`config.mk`:
```
export PLATFORM = sky130hd
export DESIGN_NAME = attn_core_seq
export DESIGN_NICKNAME = d
export VERILOG_FILES = /design/src/rtl/attn_pkg.sv /design/src/rtl/attn_core_seq_inst_pack.sv /design/src/rtl/attn_core_seq.sv
export SDC_FILE = /design/constraint.sdc
export NUM_CORES = 1
export LEC_CHECK = 0
export CORE_MARGIN = 10
export CORE_UTILIZATION = 60
export CTS_CLUSTER_DIAMETER = 200
export DETAILED_ROUTE_END_ITERATION = 10
export DONT_BUFFER_PORTS = 1
export PLACE_DENSITY = 0.76
export SETUP_SLACK_MARGIN = 0.2
export SLEW_MARGIN = 20
export SYNTH_ARGS = -nofsm -noshare
export SYNTH_HDL_FRONTEND = slang
export SYNTH_SLANG_ARGS = --single-unit
```
`constraint.sdc`:
```
create_clock -name clk -period 5.6 [get_ports clk]
set_input_delay 0.56 -clock clk [delete_from_list [all_inputs] [get_ports clk]]
set_output_delay 0.56 -clock clk [all_outputs]
set_load 0.02 [all_outputs]
```
`src/rtl/attn_pkg.sv`:
```
// Shared definitions for the attention-core sequencer: FSM states and
// the bit layout of the 21-bit core instruction word.
package attn_pkg;

  localparam int INST_W     = 21;
  localparam int DIV_B      = 20;
  localparam int OFIFO_RD_B = 16;
  localparam int QK_ADD_LSB = 12;
  localparam int P_ADD_LSB  = 8;
  localparam int EXEC_B     = 7;
  localparam int KLD_B      = 6;
  localparam int Q_RD_B     = 5;
  localparam int Q_WR_B     = 4;
  localparam int K_RD_B     = 3;
  localparam int K_WR_B     = 2;
  localparam int P_RD_B     = 1;
  localparam int P_WR_B     = 0;

  typedef enum logic [3:0] {
    S_IDLE  = 4'd0,
    S_LD_Q  = 4'd1,
    S_LD_K  = 4'd2,
    S_KLOAD = 4'd3,
    S_GAP   = 4'd4,
    S_EXEC  = 4'd5,
    S_DRAIN = 4'd6,
    S_SFP   = 4'd7,
    S_DONE  = 4'd8
  } state_t;

endpackage

```
`src/rtl/attn_core_seq_inst_pack.sv`:
```
// Combinational packing of the individual control fields into the core
// instruction word; bits [19:17] are reserved and always zero.
module inst_pack
  import attn_pkg::*;
(
  input  logic              div,
  input  logic              ofifo_rd,
  input  logic [3:0]        qk_add,
  input  logic [3:0]        p_add,
  input  logic              execute,
  input  logic              kload,
  input  logic              q_rd,
  input  logic              q_wr,
  input  logic              k_rd,
  input  logic              k_wr,
  input  logic              p_rd,
  input  logic              p_wr,
  output logic [INST_W-1:0] inst
);

  // Place each field at its fixed bit position
  always_comb begin
    inst                      = {INST_W{1'b0}};
    inst[DIV_B]               = div;
    inst[OFIFO_RD_B]          = ofifo_rd;
    inst[QK_ADD_LSB +: 4]     = qk_add;
    inst[P_ADD_LSB +: 4]      = p_add;
    inst[EXEC_B]              = execute;
    inst[KLD_B]               = kload;
    inst[Q_RD_B]              = q_rd;
    inst[Q_WR_B]              = q_wr;
    inst[K_RD_B]              = k_rd;
    inst[K_WR_B]              = k_wr;
    inst[P_RD_B]              = p_rd;
    inst[P_WR_B]              = p_wr;
  end

endmodule

```
`src/rtl/attn_core_seq.sv`:
```
// Attention-core sequencer: one start runs load Q/K, K preload, execute,
// FIFO drain into psum memory and SFP normalisation, emitting a registered inst word.
module attn_core_seq
  import attn_pkg::*;
#(
  parameter int COL = 8,
  parameter int GAP = 4,
  parameter int TMO = 255
) (
  input  logic              clk,
  input  logic              reset,
  input  logic              start,
  input  logic [3:0]        len,
  input  logic              abort,
  input  logic              ld_valid,
  input  logic              fifo_valid,
  output logic [INST_W-1:0] inst,
  output logic              ld_ready,
  output logic              busy,
  output logic              done,
  output logic              err,
  output logic [3:0]        phase
);

  localparam logic [4:0] COL_L = 5'(COL);
  localparam logic [4:0] GAP_L = 5'(GAP);
  localparam logic [7:0] TMO_L = 8'(TMO - 1);

  state_t            state;
  logic [4:0]        rows;
  logic [4:0]        cnt;
  logic [7:0]        idle;
  logic              half;
  logic [INST_W-1:0] word;

  logic f_div, f_ofifo_rd, f_execute, f_kload;
  logic f_q_rd, f_q_wr, f_k_rd, f_k_wr, f_p_rd, f_p_wr;
  logic [3:0] f_qk_add, f_p_add;

  logic last_row, last_col, last_gap;

  assign last_row = (cnt == rows - 5'd1);
  assign last_col = (cnt == COL_L - 5'd1);
  assign last_gap = (cnt == GAP_L - 5'd1);

  assign ld_ready = (state == S_LD_Q) || (state == S_LD_K);
  assign busy     = (state != S_IDLE);
  assign phase    = state;

  // Field selection for the action taken in the current state; the kernel-load
  // and execute strobes echo last cycle's k_rd/q_rd to cover SRAM read latency
  always_comb begin
    f_div      = 1'b0;
    f_ofifo_rd = 1'b0;
    f_qk_add   = 4'd0;
    f_p_add    = 4'd0;
    f_execute  = inst[Q_RD_B];
    f_kload    = inst[K_RD_B];
    f_q_rd     = 1'b0;
    f_q_wr     = 1'b0;
    f_k_rd     = 1'b0;
    f_k_wr     = 1'b0;
    f_p_rd     = 1'b0;
    f_p_wr     = 1'b0;
    case (state)
      S_LD_Q: begin
        if (ld_valid) begin
          f_q_wr   = 1'b1;
          f_qk_add = cnt[3:0];
        end else begin
          f_q_wr   = 1'b0;
        end
      end
      S_LD_K: begin
        if (ld_valid) begin
          f_k_wr   = 1'b1;
          f_qk_add = cnt[3:0];
        end else begin
          f_k_wr   = 1'b0;
        end
      end
      S_KLOAD: begin
        f_k_rd   = 1'b1;
        f_qk_add = cnt[3:0];
      end
      S_EXEC: begin
        f_q_rd   = 1'b1;
        f_qk_add = cnt[3:0];
      end
      S_DRAIN: begin
        if (fifo_valid) begin
          f_ofifo_rd = 1'b1;
          f_p_wr     = 1'b1;
          f_p_add    = cnt[3:0];
        end else begin
          f_ofifo_rd = 1'b0;
        end
      end
      S_SFP: begin
        if (!half) begin
          f_p_rd  = 1'b1;
          f_p_add = cnt[3:0];
        end else begin
          f_div   = 1'b1;
        end
      end
      default: begin
        f_div = 1'b0;
      end
    endcase
  end

  inst_pack u_pack (
    .div      (f_div),
    .ofifo_rd (f_ofifo_rd),
    .qk_add   (f_qk_add),
    .p_add    (f_p_add),
    .execute  (f_execute),
    .kload    (f_kload),
    .q_rd     (f_q_rd),
    .q_wr     (f_q_wr),
    .k_rd     (f_k_rd),
    .k_wr     (f_k_wr),
    .p_rd     (f_p_rd),
    .p_wr     (f_p_wr),
    .inst     (word)
  );

  // Sequencer state, counters and registered outputs
  always_ff @(posedge clk or posedge reset) begin
    if (reset) begin
      state <= S_IDLE;
      rows  <= 5'd0;
      cnt   <= 5'd0;
      idle  <= 8'd0;
      half  <= 1'b0;
      inst  <= {INST_W{1'b0}};
      done  <= 1'b0;
      err   <= 1'b0;
    end else begin
      done <= 1'b0;
      if (abort) begin
        // Clearing inst also flushes the delayed kernel-load/execute strobes
        state <= S_IDLE;
        cnt   <= 5'd0;
        idle  <= 8'd0;
        half  <= 1'b0;
        inst  <= {INST_W{1'b0}};
      end else begin
        inst <= word;
        case (state)
          S_IDLE: begin
            if (start) begin
              rows  <= {1'b0, len} + 5'd1;
              err   <= 1'b0;
              cnt   <= 5'd0;
              state <= S_LD_Q;
            end
          end
          S_LD_Q: begin
            if (ld_valid) begin
              if (last_row) begin
                cnt   <= 5'd0;
                state <= S_LD_K;
              end else begin
                cnt <= cnt + 5'd1;
              end
            end
          end
          S_LD_K: begin
            if (ld_valid) begin
              if (last_col) begin
                cnt   <= 5'd0;
                state <= S_KLOAD;
              end else begin
                cnt <= cnt + 5'd1;
              end
            end
          end
          S_KLOAD: begin
            if (last_col) begin
              cnt   <= 5'd0;
              state <= S_GAP;
            end else begin
              cnt <= cnt + 5'd1;
            end
          end
          S_GAP: begin
            if (last_gap) begin
              cnt   <= 5'd0;
              state <= S_EXEC;
            end else begin
              cnt <= cnt + 5'd1;
            end
          end
          S_EXEC: begin
            if (last_row) begin
              cnt   <= 5'd0;
              idle  <= 8'd0;
              state <= S_DRAIN;
            end else begin
              cnt <= cnt + 5'd1;
            end
          end
          S_DRAIN: begin
            if (fifo_valid) begin
              idle <= 8'd0;
              if (last_row) begin
                cnt   <= 5'd0;
                half  <= 1'b0;
                state <= S_SFP;
              end else begin
                cnt <= cnt + 5'd1;
              end
            end else if (idle == TMO_L) begin
              err   <= 1'b1;
              cnt   <= 5'd0;
              idle  <= 8'd0;
              state <= S_IDLE;
            end else begin
              idle <= idle + 8'd1;
            end
          end
          S_SFP: begin
            if (!half) begin
              half <= 1'b1;
            end else begin
              half <= 1'b0;
              if (last_row) begin
                cnt   <= 5'd0;
                state <= S_DONE;
              end else begin
                cnt <= cnt + 5'd1;
              end
            end
          end
          S_DONE: begin
            done  <= 1'b1;
            state <= S_IDLE;
          end
          default: begin
            state <= S_IDLE;
          end
        endcase
      end
    end
  end

endmodule

```
[After elaboration in Yosys (flattened, before gate mapping)]
Index checks and enable logic that the tools add are counted.
Storage, ports and cells
  register bits after elaboration: 46
  input bits: 10
  word-level logic and storage cells: 115
  output and inout bits: 29
Operators by class
  reduce and logical (&&, ||, !) cells: 15
  equality and inequality tests: 29
  multiplexer cells: 58
  $add $sub $neg: 4
  bitwise logic cells: 1
Operators by type and width (number)
  $mux W4: 17
  $mux W5: 10
  $pmux W5 S8: 1
  $ne A3 B3 Y1 const B: 12
  $mux W8: 4
  $pmux W4 S8: 1
  $mux W21: 1
  $mux W1: 19
  $eq A4 B3 Y1 const B: 4
  $pmux W4 S2: 2
  $pmux W8 S2: 1
  $reduce_and A12 Y1: 1
  $reduce_bool A9 Y1: 1
  $add A8 B1 Y8 const B: 1
  $eq A4 B2 Y1 const B: 2
  $eq A8 B8 Y1 const B: 1
  $ne A4 B4 Y1 const B: 2
  $ne A2 B2 Y1 const B: 3
  $reduce_and A3 Y1: 2
  $reduce_and A6 Y1: 1
  $reduce_bool A3 Y1: 2
  $add A4 B1 Y5 const B: 1
  $add A5 B1 Y5 const B: 1
  $eq A5 B2 Y1 const B: 1
  14 further kinds: 16

[Logic depth before layout (Yosys ltp)]
Gate-level depths: netlist of the first run.
  word-level depth: 6
  depth in mapped cells: 9
  gate-level depth less buffers: 8

[Cells and area by module]
Synthesis of the first run repeated with hierarchy kept, for this count alone.
Second synthesis, totals
  cell total of the unflattened synthesis: 276
  area total of the unflattened synthesis: 2560.0 um^2
Modules (own cells, without submodules)
  attn_core_seq: times used 1, cells an instance 254, sequential area each 1151.1 um^2, area an instance 2398.6 um^2
  inst_pack: times used 1, cells an instance 22, sequential area each 0.0 um^2, area an instance 161.4 um^2

[Worst setup path before layout of the first run]
Ideal clock, no wire load.
  path type: flip-flop to flip-flop
  from: reg state[0] (netlist: phase[0])
  to: reg cnt[3]
  buffers on the path: 2
  required time: 5479 ps
  clock period less this slack: 2135 ps
  slack: 3465 ps
  arrival: 2014 ps
  cell stages (with the launch flop): 9
  setup time: 121 ps
  path through: dfrtp_1 -> buf_6 -> or4b_2 -> o221ai_4 -> a211o_1 -> buf_6 -> nor3_1 -> a21o_1 -> a22o_1
Between the ends
  word-level cells in the longest chain between the ends: 3
  elaborated cells between the ends (all ways): 17
  classes of those cells: 12 x eq/ne; 2 x mux; 3 x reduce/logical
RTL lines
  from (decl): RTL line attn_core_seq.sv:29  | state_t state;
  from (signal assigned): RTL line attn_core_seq.sv:132  | state <= S_IDLE;
  from (signal assigned): RTL line attn_core_seq.sv:144  | state <= S_IDLE;
  from (signal assigned): RTL line attn_core_seq.sv:157  | state <= S_LD_Q;
  $eq A4 B1 Y1, or another cell as far along: RTL line attn_core_seq.sv:151  | case (state)
  $reduce_bool A9 Y1 (no line), or another cell as far along
  $reduce_and A6 Y1 (no line) / $mux W5 (equally long branches)
  to (signal assigned): RTL line attn_core_seq.sv:166  | cnt <= cnt + 5'd1;
  to (signal assigned): RTL line attn_core_seq.sv:176  | cnt <= cnt + 5'd1;
  to (signal assigned): RTL line attn_core_seq.sv:185  | cnt <= cnt + 5'd1;
  to (decl): RTL line attn_core_seq.sv:31  | logic [4:0] cnt;
Parallel ways exist; a longest one is shown, timed or not.
A chain may end at the register's enable or synchronous reset.

[Worst setup path after layout of the first run]
  from: reg state[1] (netlist: phase[1])
  to: reg cnt[3]
Same word-level chain as after synthesis.

==> results of run 1 <==
worst max-delay path, stage by stage (launching register included):
cell and delay, ns:
dfrtp_1 0.79, or4b_2 0.68, o221ai_4 0.13, a211o_1 0.34
nor3_1 0.09, a21o_1 0.16, a22o_1 0.17
area by class of cell:
cell class                      instances  area [um^2]  area share
Multi-Input combinational cell        169         1080       0.455
Inverter                               10         37.5      0.0157
Sequential cell                        42         1050       0.441
Tap cell                               48         60.1      0.0252
Timing Repair Buffer                    1         7.51     0.00315
Clock buffer                            6         82.6      0.0346
Clock inverter                          2         60.1      0.0252
per-layer routing:
metal	global-route usage	vias to the layer above
met5	0	-
met1	0.193	767
met4	0.0502	0
met2	0.216	59
li1	-	811
met3	0.0469	10
kinds of logic (layout without fill, tap and decap cells):
group | after synthesis | count (layout) | synth area share
xor+xnor | 10 | 10 | 0.0386
simple gates | 95 | 95 | 0.229
fa+ha+maj | 5 | 5 | 0.0276
mux | 2 | 2 | 0.0116
flops | 42 | 42 | 0.463
other cells | 1 | 3 | 0.00165
buf+inv | 26 | 19 | 0.0618
compound gates | 54 | 54 | 0.166
path summary, 6_finish.rpt:
| path | start | to | slack, ns | depth (start not counted) |
|---|---|---|---|---|
| setup / recovery | phase[1] | cnt[3] | 3.13 | 6 |
| hold / removal | reset | phase[1] | 0.28 | 2 |
| setup reg to reg | phase[1] | cnt[3] | 3.13 | 6 |
| hold reg to reg | idle[7] | idle[7] | 0.49 | 1 |
| max in group asynchronous | reset | inst[16] | 4.98 | 2 |
| min in group clk | abort | done | 0.32 | 1 |
state kept, by name, summed over array words and instances (netlist names):
signal  flops
rows        5
done        1
phase       4
half        1
cnt         5
idle        8
inst       17
err         1
power by group:
part | total, mW | switching [mW] | internal [mW]
Combinational | 0.308 | 0.182 | 0.126
Clock | 0.293 | 0.103 | 0.190
Sequential | 0.414 | 0.0793 | 0.334
stage by stage:
step	hold WS, ns	worst slack (ns)	instances	utilization	instance area [um^2]
floorplan	0.444	3.47	237	-	2280
global placement	0.479	3.18	270	0.612	2240
detailed placement	0.470	3.16	270	0.612	2240
CTS	0.293	3.14	278	0.651	2380
global route	0.310	2.97	278	0.651	2380
finish	0.275	3.13	278	0.651	2380
cell usage in the layout (no fill, tap or decap), drive strengths merged, types with 2 or more instances in the layout:
cell,count
a211oi,2
a21o,4
a21oi,11
a22o,2
a31oi,2
and2,9
and3,2
and4,3
bufinv,2
clkbuf,6
conb,3
dfrtp,42
ha,5
inv,10
mux2,2
nand2,21
nand2b,4
nand3,10
nand3b,2
nor2,13
nor2b,6
nor3,11
nor3b,2
nor4bb,2
o211ai,2
o21ai,20
o31ai,3
o32ai,2
or3,3
or4b,2
xnor2,6
xor2,4
==> flow_summary.yaml, run 1 <==
grt:
  grt-ovfl-total: 0
  track_usage: 0.144
  grt_pass1_wl_um: 7710
  grt_max_degree: 43
  antenna_found_initial: 0
  grt_pass1_vias: 1537
detailed_routing:
  wl_per_cell_um: 15.9
  drc: 0
  drt-pass1-iter-count: 4
  drt-vias-per-instance: 5.92
  ant_nets: 0
  wl_um: 4420
  drtIter0Drc: 182
  routedLengthMet1_um: 1870
  route.met3.wl_um: 440
  vias: 1647
  highest_layer: "met4"
  dr_wl_met2_um: 2040
logic_synthesis:
  ys_async_sr_fraction: 1.00
  synth.largest_area_cell: "dfrtp_1"
  yosysTopAreaCellShare: 0.463
  yosysMostFrequentCell: "dfrtp_1"
  synth_ff_type: "dfrtp_1"
  netlist_top_cells_area: "dfrtp_1 46%, o21ai_0 4.2%, nand2_1 3.5%"
  syn_inst: 235
  synthesis.area_um2: 2270
  yosys_warnings: 0
  yosysSeqAreaShare: 0.463
  synth_edf_count: 0
  synthDistinctLibCells: 49
  ys_ff_latch: 42
  syn-mean-instance-area_um2: 9.65
  yosys-top-cells-count: "42 x dfrtp_1, 21 x nand2_1, 19 x o21ai_0"
outcome:
  status: "finished, final reports clean"
sta:
  fmax_mhz: 405
  fin_skew_ns: 0.0106
  slew_headroom: 0.544
  setup_tns_ns: 0
  fin_crit_sh: 0.441
  tightestPinTransition_ns: 0.684
  drv_slew: 0
  fin_crit_ns: 2.47
  finalSetupViolCount: 0
  hold_viol_final: 0
  rsz0062_at_grt: "false"
place:
  gp_congestion: 0.866
  dp_hpwl_um: 3240
  port_buffers: 0
setup_path:
  cp-start-kind: "register"
  worstPathMaxFanout: 19
  timing.setup.critical_path_class: "register to register"
  crit_arrival_ns: 2.65
  end_kind: "register"
  cp_data_required_time_ns: 5.79
clock_network:
  hold_buffers: 0
  h-tree-depth: 2
  cts_setup_buffers: 0
  cts_root_buf: "clkbuf_8"
  clkSinkCount: 42
  clk_pin_slew_ns: 0.08
  clock_path_buffers: 2
  clkLatencyLatePin_ns: 0.30
  cts_resized: 0
  tritoncts: "yes"
  cts-buffers-inserted: 5
layout:
  diodes: 0
  n_fill_cell: 292
  final_nets: 244
  area_growth_pct: 5.07
  drive_above_1_share: 0.0826
power_and_ir_drop:
  p_leak_nw: 1.09
  cellPowerDensity_nw_per_um2: 425
  finalPower_mw: 1.01
  max-vdd-ir-drop_uv: 208
die:
  core_area_um2: 3660
  start_util: 0.620
  chipHeight_um: 81.5
  fp.dieW_um: 81.5
  rows: 22
  die-area_um2: 6640
  ios: 39
run:
  maxCapViolCount: 0
hold_path:
  hp-class: "input pin to asynchronous set/reset pin"
No activity file was read; power rests on OpenSTA's default activity.
==> run 2: changes to the inputs <==
--- a/config.mk
+++ b/config.mk
@@ -6,11 +6,11 @@
 export NUM_CORES = 1
 export LEC_CHECK = 0
 export CORE_MARGIN = 10
-export CORE_UTILIZATION = 60
+export CORE_UTILIZATION = 56
 export CTS_CLUSTER_DIAMETER = 200
 export DETAILED_ROUTE_END_ITERATION = 10
 export DONT_BUFFER_PORTS = 1
-export PLACE_DENSITY = 0.76
+export PLACE_DENSITY = 0.74
 export SETUP_SLACK_MARGIN = 0.2
 export SLEW_MARGIN = 20
 export SYNTH_ARGS = -nofsm -noshare
==> constraint.sdc (replaced) <==
create_clock -name clk -period 2 [get_ports clk]
set_input_delay 0.2 -clock clk [delete_from_list [all_inputs] [get_ports clk]]
set_output_delay 0.2 -clock clk [all_outputs]
set_load 0.02 [all_outputs]
==> flow_summary.yaml, run 2 (same netlist as run 1, synthesis figures left out) <==
power_and_ir_drop:
  max-vdd-ir-drop_uv: 672
  cellPowerDensity_nw_per_um2: 1330
  power.switching_mw: 1.68
  p_int_mw: 2.57
  p_leak_nw: 1.43
  clockPowerShare: 0.194
  p_comb_frac: 0.553
  seq_power_share: 0.253
  switching_share: 0.396
clock_network:
  clkLatencyLatePin_ns: 0.31
  tritoncts: "yes"
  cts-buffers-inserted: 5
  h-tree-depth: 2
  clk_pin_slew_ns: 0.09
  clkSinkCount: 42
  clock_path_buffers: 2
  cts_root_buf: "clkbuf_8"
detailed_routing:
  wl_per_cell_um: 22.0
  drt-vias-per-instance: 6.34
  drc: 0
  ant_nets: 0
  wl_um: 7420
  vias: 2142
  drt-pass1-iter-count: 5
  drtIter0Drc: 173
sta:
  whs_ns: 0.0168
  finalSetupViolCount: 10
  rsz0062_at_grt: "true"
  fin_crit_sh: 1.03
  fin_crit_ns: 2.06
  drv_slew: 0
  fin_ws_ns: -0.0625
  fmax_mhz: 485
  hold_viol_final: 0
  setup_tns_ns: -0.364
  fin_skew_ns: 0.00873
die:
  chipHeight_um: 83.6
  ios: 39
  start_util: 0.571
  die-area_um2: 7000
  fp.dieW_um: 83.6
  rows: 23
  core_area_um2: 3970
layout:
  regMostFlops: "inst"
  reg_top3: "inst x17, idle x8"
  layout_common_cells: "45 x buf_4, 34 x dfrtp_1, 15 x nand2_1"
  final_core_util: 0.803
  area_growth_pct: 40.7
  drive_above_1_share: 0.441
  mostFrequentLayoutCell: "buf_4"
  diodes: 0
  largest_reg_flops: 17
  final_area_um2: 3190
  final_nets: 302
setup_path:
  crit_cells: 7
  crit_buf_inv: 2
  worstPathMaxFanout: 7
  cp-start-kind: "register"
  end_kind: "register"
  cpPeakStageDelay_ns: 0.50
  r2r_cells: 7
  timing.setup.critical_path_class: "register to register"
  crit_arrival_ns: 2.32
  worst_path_max_delay_cell: "dfrtp_2"
  critPathTopFamily: "compound AO/OA/AOI/OAI gates"
  path_cells: "buf_4 > inv_1 > nor2_1 > a211o_1 > or3b_1 > a221oi_2 > a21o_1"
  cp_data_required_time_ns: 2.26
place:
  port_buffers: 0
  gp_congestion: 0.844
  dpl_cell_area_um2: 2540
  dp_hpwl_um: 3970
grt:
  grt-ovfl-total: 0
  antenna_found_initial: 0
  grt_pass1_vias: 2047
  grt_pass1_wl_um: 10600
  track_usage: 0.184
  grt_max_degree: 22
hold_path:
  hp-class: "input pin to register"
  hold-path-cell-count: 2
outcome:
  status: "finished, violations left"
  violations: "setup timing"
run:
  maxCapViolCount: 0
==> run 2: cell count changes in the layout (fill, tap and decap cells not counted), sizes merged <==
cell and change:
a21oi +1, buf +54, clkbuf -1, clkinv +1, clkinvlp +1, dlygate4sd3 +3
inv -1
==> run 2: worst paths after layout <==
path                            startpoint  endpoint  slack (ns)
min in group asynchronous            reset   inst[6]        0.38
max in group asynchronous            reset  phase[0]        1.37
worst max register to register    phase[3]    cnt[2]       -0.06
worst min-delay path              ld_valid   inst[2]        0.02
worst min register to register     idle[7]   idle[7]        0.51
worst max-delay path              phase[3]    cnt[2]       -0.06
==> run 2: routing by layer <==
metal | vias to the layer above | GRT usage | wire, um
met5 | - | 0 | 0
li1 | 929 | - | -
met1 | 1025 | 0.214 | 2780
met2 | 144 | 0.312 | 3640
met4 | 0 | 0.0639 | 311
met3 | 44 | 0.0537 | 694
==> run 2: power by group through the flow <==
stage	registers [mW]	clock network, mW	logic (mW)
floorplan	1.07	0	0.937
global placement	1.07	0	1.37
detailed placement	1.08	0	1.39
CTS	1.05	0.819	1.92
global route	1.09	0.865	2.44
finish	1.07	0.826	2.35
==> run 2: worst reg2reg max path, delay by kind of cell (launching register included) <==
family	cells	cell delay, ns
simple gates	2	0.49
compound gates	3	0.68
flops	1	0.50
buf+inv	2	0.34
==> run 2: area by class of cell <==
| type | count | area (um^2) |
|---|---|---|
| sequential | 42 | 1060 |
| timing repair buffer | 58 | 493 |
| fill | 232 | 781 |
| clock inverter | 3 | 68.8 |
| inverter | 10 | 41.3 |
| multi-input combinational | 170 | 1400 |
| tap | 50 | 62.6 |
| clock buffer | 5 | 68.8 |
==> run 2: what timing repair did <==
action | CTS | global route
hold endpoints to repair | 47 | 0
gates cloned | 1 | 0
pin swaps | 14 | 21
buffers inserted | 13 | 6
hold buffers | 3 | 0
gates resized for setup | 37 | 44
setup endpoints to repair | 18 | 26
==> run 2: stage by stage <==
step / cells / power [mW] / setup slack, ns
floorplan: 237 / 2.01 / -0.0582
global route: 338 / 4.39 / -0.121
global placement: 307 / 2.45 / -0.0644
detailed placement: 307 / 2.47 / -0.112
CTS: 332 / 3.79 / 0.0200
finish: 338 / 4.25 / -0.0625
==> run 3: changes to the inputs <==
--- a/config.mk
+++ b/config.mk
@@ -16,3 +16,4 @@
 export SYNTH_ARGS = -nofsm -noshare
 export SYNTH_HDL_FRONTEND = slang
 export SYNTH_SLANG_ARGS = --single-unit
+export TNS_END_PERCENT = 50
==> flow_summary.yaml, run 3 (same netlist as run 1, synthesis figures left out) <==
outcome:
  status: "finished, violations left"
  violations: "setup timing"
detailed_routing:
  wl_um: 6390
  drt-pass1-iter-count: 5
  wl_per_cell_um: 19.2
  ant_nets: 0
  drt-vias-per-instance: 6.06
  vias: 2011
  drc: 0
  drtIter0Drc: 215
die:
  chipHeight_um: 83.6
  rows: 23
  start_util: 0.571
  fp.dieW_um: 83.6
  die-area_um2: 7000
  core_area_um2: 3970
  ios: 39
setup_path:
  cp-start-kind: "register"
  critPathLaunch: "phase[1]"
  crit_buf_inv: 1
  timing.setup.critical_path_class: "register to register"
  rr_startpoint: "phase[1]"
  worstPathMaxFanout: 9
  path_cells: "buf_4 > nand3b_1 > a211oi_2 > a211o_1 > or3b_1 > a221oi_2 > a21o_1"
  crit_arrival_ns: 2.26
  cpPeakStageDelay_ns: 0.45
  cp_data_required_time_ns: 2.24
  critPathTopFamily: "compound AO/OA/AOI/OAI gates"
  worst_path_max_delay_cell: "dfrtp_2"
  end_kind: "register"
layout:
  drive_above_1_share: 0.365
  largest_reg_flops: 17
  diodes: 0
  n_fill_cell: 258
  final_nets: 296
  layout_common_cells: "48 x buf_4, 35 x dfrtp_1, 21 x nand2_1"
  area_growth_pct: 31.3
  mostFrequentLayoutCell: "buf_4"
  regMostFlops: "inst"
  final_core_util: 0.750
  reg_top3: "inst x17, idle x8"
run:
  maxCapViolCount: 0
grt:
  track_usage: 0.172
  grt_max_degree: 23
  grt_pass1_wl_um: 10100
  antenna_found_initial: 0
  grt_pass1_vias: 2041
  grt-ovfl-total: 0
clock_network:
  clkSinkCount: 42
  cts_root_buf: "clkbuf_8"
  cts-buffers-inserted: 5
  clock_path_buffers: 2
  clkLatencyLatePin_ns: 0.30
  h-tree-depth: 2
  tritoncts: "yes"
  clk_pin_slew_ns: 0.08
sta:
  setup_tns_ns: -0.0158
  fin_skew_ns: 0.0100
  fin_crit_ns: 2.02
  finalSetupViolCount: 1
  rsz0062_at_grt: "true"
  whs_ns: 0.0349
  fin_ws_ns: -0.0158
  fin_crit_sh: 1.01
  hold_viol_final: 0
  drv_slew: 0
  fmax_mhz: 496
power_and_ir_drop:
  p_leak_nw: 1.36
  max-vdd-ir-drop_uv: 717
  cellPowerDensity_nw_per_um2: 1220
place:
  dp_hpwl_um: 3810
  gp_congestion: 0.854
  port_buffers: 0
hold_path:
  hp-class: "input pin to register"
  hold_path_startpoint: "len[2]"
## run 3: cell count changes in the layout (fill, tap and decap cells not counted), moves of 2 or more
cell,change
o21ai_1,+2
nor3_4,-2
buf_4,+3
clkinv_2,+2
nor2b_1,+2
bufinv_16,-2
nand2_1,+6
nand2_2,-6
o21ai_0,+2
o21ai_2,-4
buf_6,-7
## run 3: final timing paths
kind	slack (ns)	to	cells past startpoint
min in group asynchronous	0.38	half	3
max reg2reg	-0.02	cnt[2]	7
max in group asynchronous	1.37	rows[2]	3
min reg2reg	0.49	idle[7]	1
min	0.03	rows[4]	2
max	-0.02	cnt[2]	7
## run 3: layer usage
metal	vias up	global-route usage	part of all wire
met3	18	0.0527	0.088
met2	107	0.302	0.51
met1	976	0.189	0.38
met4	0	0.0609	0.026
met5	-	0	0
li1	910	-	-
## run 3: report_power, final
part	internal, mW	leakage, nW	switching [mW]
Combinational	0.942	0.746	1.06
Clock	0.242	0.0450	0.306
Sequential	0.945	0.566	0.132
Total	2.13	1.36	1.49
## run 3: stage by stage
step	worst slack [ns]	area, um^2	std cells	power [mW]
after floorplan	-0.0582	2320	237	2.01
after global placement	0.0277	2490	300	2.37
after detailed placement	-0.0561	2490	300	2.38
after CTS	0.0401	2820	319	3.22
after global routing	-0.104	2980	332	3.79
final	-0.0158	2980	332	3.62
## run 3: repair_timing
| item | in CTS | in global routing |
|---|---|---|
| endpoints found under the hold margin | 47 | 0 |
| resized for setup | 29 | 18 |
| setup buffers | 7 | 13 |
| hold buffers | 3 | 0 |
| gates cloned | 1 | 0 |
| pin swaps | 15 | 20 |
| setup endpoints to repair | 18 | 21 |
## run 3: worst register-to-register path: cells and delay by family (launching register included)
family                 cells  cell delay, ns
AND/OR/NAND/NOR            2            0.56
AO/OA/AOI/OAI              4            0.72
buffers and inverters      1            0.21
flip-flops                 1            0.45
## run 3: final cells by class
class / instances / area, um^2 / area share
flip-flops and latches: 42 / 1060 / 0.356
inverters: 10 / 37.5 / 0.0126
repair buffers: 52 / 402 / 0.135
multi-input cells: 170 / 1330 / 0.448
clock buffers: 6 / 72.6 / 0.0244
well taps: 50 / 62.6 / 0.0210
clock inverters: 2 / 10.0 / 0.00336
